[config.mk]
export PLATFORM = sky130hd
export DESIGN_NAME = apb_cmd_master
export DESIGN_NICKNAME = d
export VERILOG_FILES = /design/src/rtl/apb_cmd_master.sv
export SDC_FILE = /design/constraint.sdc
export NUM_CORES = 1
export LEC_CHECK = 0
export CAP_MARGIN = 20
export CELL_PAD_IN_SITES_DETAIL_PLACEMENT = 0
export CELL_PAD_IN_SITES_GLOBAL_PLACEMENT = 1
export CORE_MARGIN = 2
export CORE_UTILIZATION = 31
export DETAILED_ROUTE_END_ITERATION = 8
export PLACE_DENSITY_LB_ADDON = 0.1
export SKIP_CTS_REPAIR_TIMING = 1
export SLEW_MARGIN = 20
export SYNTH_ARGS = -nofsm -noshare
export SYNTH_HDL_FRONTEND = slang
export SYNTH_SLANG_ARGS = --single-unit
[constraint.sdc]
create_clock -name PCLK -period 2.2 [get_ports PCLK]
set_clock_uncertainty 0.05 [all_clocks]
set_input_delay 0.22 -clock PCLK [delete_from_list [all_inputs] [get_ports PCLK]]
set_output_delay 0.22 -clock PCLK [all_outputs]
set_load 0.05 [all_outputs]
[src/rtl/apb_cmd_master.sv]
// APB3 requester: turns a valid/ready command stream into single APB transfers
// and returns each result (read data or timeout error) on a valid/ready response stream.
module apb_cmd_master #(
  parameter int unsigned ADDR_W  = 8,
  parameter int unsigned DATA_W  = 32,
  parameter int unsigned TIMEOUT = 16
) (
  input  logic              PCLK,
  input  logic              PRESETn,
  input  logic              cmd_valid,
  output logic              cmd_ready,
  input  logic              cmd_write,
  input  logic [ADDR_W-1:0] cmd_addr,
  input  logic [DATA_W-1:0] cmd_wdata,
  output logic              rsp_valid,
  input  logic              rsp_ready,
  output logic [DATA_W-1:0] rsp_rdata,
  output logic              rsp_err,
  output logic              PSEL,
  output logic              PENABLE,
  output logic              PWRITE,
  output logic [ADDR_W-1:0] PADDR,
  output logic [DATA_W-1:0] PWDATA,
  input  logic [DATA_W-1:0] PRDATA,
  input  logic              PREADY
);

  localparam int unsigned CNT_W = (TIMEOUT == 0) ? 1 : $clog2(TIMEOUT + 1);

  typedef enum logic [1:0] {
    IDLE   = 2'd0,
    SETUP  = 2'd1,
    ACCESS = 2'd2,
    RESP   = 2'd3
  } state_e;

  state_e              state_q, state_d;
  logic [CNT_W-1:0]    cnt_q, cnt_d;
  logic [CNT_W-1:0]    cnt_inc;
  logic                cmd_ready_q, cmd_ready_d;
  logic                psel_q, psel_d;
  logic                penable_q, penable_d;
  logic                pwrite_q, pwrite_d;
  logic [ADDR_W-1:0]   paddr_q, paddr_d;
  logic [DATA_W-1:0]   pwdata_q, pwdata_d;
  logic                rsp_valid_q, rsp_valid_d;
  logic [DATA_W-1:0]   rsp_rdata_q, rsp_rdata_d;
  logic                rsp_err_q, rsp_err_d;

  // Next-state logic; every output flop is loaded from the decode of the next state
  always_comb begin
    state_d     = state_q;
    cnt_d       = cnt_q;
    pwrite_d    = pwrite_q;
    paddr_d     = paddr_q;
    pwdata_d    = pwdata_q;
    rsp_rdata_d = rsp_rdata_q;
    rsp_err_d   = rsp_err_q;
    cnt_inc     = cnt_q + CNT_W'(1);

    case (state_q)
      IDLE: begin
        if (cmd_valid && cmd_ready_q) begin
          pwrite_d = cmd_write;
          paddr_d  = cmd_addr;
          pwdata_d = cmd_wdata;
          cnt_d    = '0;
          state_d  = SETUP;
        end
      end
      SETUP: begin
        state_d = ACCESS;
      end
      ACCESS: begin
        // Completion wins over a timeout hitting in the same cycle
        if (PREADY) begin
          rsp_rdata_d = pwrite_q ? '0 : PRDATA;
          rsp_err_d   = 1'b0;
          state_d     = RESP;
        end else if (TIMEOUT != 0) begin
          cnt_d = cnt_inc;
          if (cnt_inc == CNT_W'(TIMEOUT)) begin
            rsp_rdata_d = '0;
            rsp_err_d   = 1'b1;
            state_d     = RESP;
          end
        end
      end
      RESP: begin
        if (rsp_ready) begin
          state_d = IDLE;
        end
      end
      default: begin
        state_d = IDLE;
      end
    endcase

    psel_d      = (state_d == SETUP) || (state_d == ACCESS);
    penable_d   = (state_d == ACCESS);
    rsp_valid_d = (state_d == RESP);
    cmd_ready_d = (state_d == IDLE);
  end

  always_ff @(posedge PCLK or negedge PRESETn) begin
    if (!PRESETn) begin
      state_q     <= IDLE;
      cnt_q       <= '0;
      cmd_ready_q <= 1'b1;
      psel_q      <= 1'b0;
      penable_q   <= 1'b0;
      pwrite_q    <= 1'b0;
      paddr_q     <= '0;
      pwdata_q    <= '0;
      rsp_valid_q <= 1'b0;
      rsp_rdata_q <= '0;
      rsp_err_q   <= 1'b0;
    end else begin
      state_q     <= state_d;
      cnt_q       <= cnt_d;
      cmd_ready_q <= cmd_ready_d;
      psel_q      <= psel_d;
      penable_q   <= penable_d;
      pwrite_q    <= pwrite_d;
      paddr_q     <= paddr_d;
      pwdata_q    <= pwdata_d;
      rsp_valid_q <= rsp_valid_d;
      rsp_rdata_q <= rsp_rdata_d;
      rsp_err_q   <= rsp_err_d;
    end
  end

  assign cmd_ready = cmd_ready_q;
  assign PSEL      = psel_q;
  assign PENABLE   = penable_q;
  assign PWRITE    = pwrite_q;
  assign PADDR     = paddr_q;
  assign PWDATA    = pwdata_q;
  assign rsp_valid = rsp_valid_q;
  assign rsp_rdata = rsp_rdata_q;
  assign rsp_err   = rsp_err_q;

endmodule

==> results.toml <==
[floorplan]
core-area_sq_um = 10700
start_util_pct = 31.5
rows = 38
die_y_um = 109
die-area_sq_um = 11800
pin_count = 156
chipWidth_um = 109

[synth]
muxShareOfSynthArea_pct = 0
synth-simple-area-share_pct = 18.1
seq_area_frac_synth_pct = 62.8
synth_seq_cells = 85
synth_edf_count = 0
synth_top_family_by_area = "simple AND/OR/NAND/NOR gates"
synth_xor_area_share_pct = 0.258
synth_flop_cell = "dfrtp_1"
synthCells = 303
synth.distinct_cells = 35
netlist_area_sq_um = 3390
synth_fa_ha_area_share_pct = 1.48
ys_warn_count = 0
synthArstFlopShare_pct = 100
synth.avg_cell_area_sq_um = 11.2
synth_compound_area_share_pct = 12.7
syn_nets = 385

[timing]
grt_setup_unrepaired = "false"
worst_pin_slew_ns = 0.552
maxSlewHeadroom_pct = 63.1
tns_ns = 0
hold_viol = 0
drv_slew = 0
timing.hold.ws_ns = 0.334
setup_violations = 0
fmax_ghz = 0.506
min_period_ns = 1.98
fin_crit_sh_pct = 89.8

[critical_path]
r2r_slack_ns = 0.35
worstReg2RegStart = "cnt_q[0]"
critical_path_class = "register to output pin"
r2r_end = "rsp_rdata[17]"
critPathMaxFanout = 3
end_kind = "output pin"
critPathMaxStageDelay_ns = 0.80
critPathArrivalTime_ns = 1.71
cp_cell_sequence = "clkdlybuf4s50_1"
start_kind = "register"
cp-startpoint = "cmd_ready"
crit_path_top_delay_cell = "clkdlybuf4s50_1"
critPathRequiredTime_ns = 1.93
cp_top_family = "buffers and inverters"
ff2ff_path_depth = 4
critPathBufInv = 1

[placed_design]
port_buffers = 155
post-dp-hpwl_mm = 6.01
place_congestion = 0.768

[global_route]
grt_usage_pct = 15.6
antenna_found_initial = 0
grt_pass1_wl_mm = 14.1
grt_pass1_vias = 2916
overflow = 0
grt_max_degree = 42

[layout]
nFillCells = 1039
fin_util_pct = 48.8
syn_to_final_growth_pct = 54.8
diodes = 0
nets = 539
layout_commonest_cell = "clkdlybuf4s50_1"
layout-drive-gt1-share_pct = 7.58
final_cell_mix = "clkdlybuf4s50_1 (154), nand2_1 (128), dfrtp_1 (84)"

[worst_hold_path]
min_from = "cmd_wdata[24]"
min_path_type = "primary input to register"
whs_endpoint = "PWDATA[24]"
holdPathStages = 3

[detailed_routing]
drt_iter0_drc = 112
drt_wl_total_mm = 8.82
drtPass1Iterations = 4
ant_nets = 0
avgRoutedWirePerCell_um = 14.7
drc = 0
vias = 2781
avgViaCountPerCell = 4.62

[pwr]
peakVddDrop_mv = 0.740
swShare_pct = 48.6
switchingPower_mw = 4.46
internal-power_mw = 4.71
p_comb_share_pct = 57.9
seqPwrFrac_pct = 30.6
pwr-share-clk_pct = 11.6
p_per_area_nw_per_um2 = 1750
p_leak_nw = 2.37

[status]
outcome = "finished clean"

[clock_tree]
cts_root_buf = "clkbuf_8"
cts_tree = "done"
cts.path.max_buffers = 2
cts-buffers-inserted = 9
clk_latency_ns = 0.35
clock-sinks = 85
cts.clk_slew.worst_paths_ns = 0.08
cts.htree.levels = 3

[job]
cap_violations = 0
[sequential cells by signal, summed over array words and instances, names as in the netlist]
signal,count
rsp_err,1
PWRITE,1
rsp_valid,1
PWDATA,32
state_q,2
PENABLE,1
cnt_q,5
PADDR,8
rsp_rdata,32
PSEL,1
cmd_ready,1
[through the flow]
| stage | total power, mW | setup WS, ns | instance area, sq um | instances |
|---|---|---|---|---|
| detailed placement | 8.18 | 0.350 | 5040 | 585 |
| CTS | 9.29 | 0.184 | 5240 | 601 |
| global placement | 8.12 | 0.405 | 5040 | 585 |
| finish | 9.17 | 0.225 | 5250 | 602 |
| floorplan | 6.31 | 0.436 | 3390 | 303 |
| global route | 9.73 | 0.174 | 5250 | 602 |
[cell type report]
class                      instances  area [sq um]  area share (%)
sequential                        85          2130            40.6
tap                              140           175            3.34
multi-input combinational        195          1120            21.4
inverter                           2          7.51           0.143
timing repair buffer             164          1620            30.9
clock buffer                      15           186            3.55
clock inverter                     1          5.00          0.0954
[power groups by stage]
stage / registers, mW / clock network [mW] / logic, mW
floorplan: 5.25 / 0 / 1.06
global placement: 2.80 / 0 / 5.32
detailed placement: 2.83 / 0 / 5.35
CTS: 2.81 / 1.11 / 5.37
global route: 2.91 / 1.19 / 5.62
finish: 2.80 / 1.06 / 5.31
[cells in the mapped netlist, types with 2 or more instances]
library cell | number | area share, %
a22o_1 | 2 | 0.52
a31o_1 | 2 | 0.52
a32o_1 | 32 | 9.5
buf_2 | 10 | 1.5
buf_6 | 7 | 2.3
clkbuf_1 | 3 | 0.33
dfrtp_1 | 84 | 62
ha_1 | 4 | 1.5
inv_1 | 2 | 0.22
nand2_1 | 128 | 14
nand3_1 | 2 | 0.30
o21ai_0 | 4 | 0.59
[cell families (layout without fill, tap and decap cells)]
kind of cell	after synthesis	count (layout)
simple gates	143	143
fa+ha+maj	4	4
buf+inv	23	182
compound gates	47	47
xor+xnor	1	1
flops	85	85
[worst max path at each step]
stage | end | slack [ns] | depth (start not counted)
after CTS | cmd_ready | 0.18 | 1
after global placement | rsp_rdata[12] | 0.40 | 4
after detailed placement | rsp_rdata[15] | 0.35 | 4
after floorplan | PENABLE | 0.44 | 5
final | cmd_ready | 0.22 | 1
after global routing | cmd_ready | 0.17 | 1
[layer usage]
metal / up-vias / track usage [%] / wire length [um]
met4: 0 / 7.33 / 150
met3: 10 / 6.09 / 933
li1: 1338 / - / -
met5: - / 0 / 0
met2: 113 / 23.7 / 3900
met1: 1320 / 19.5 / 3830
No activity file was read; power rests on OpenSTA's default activity.
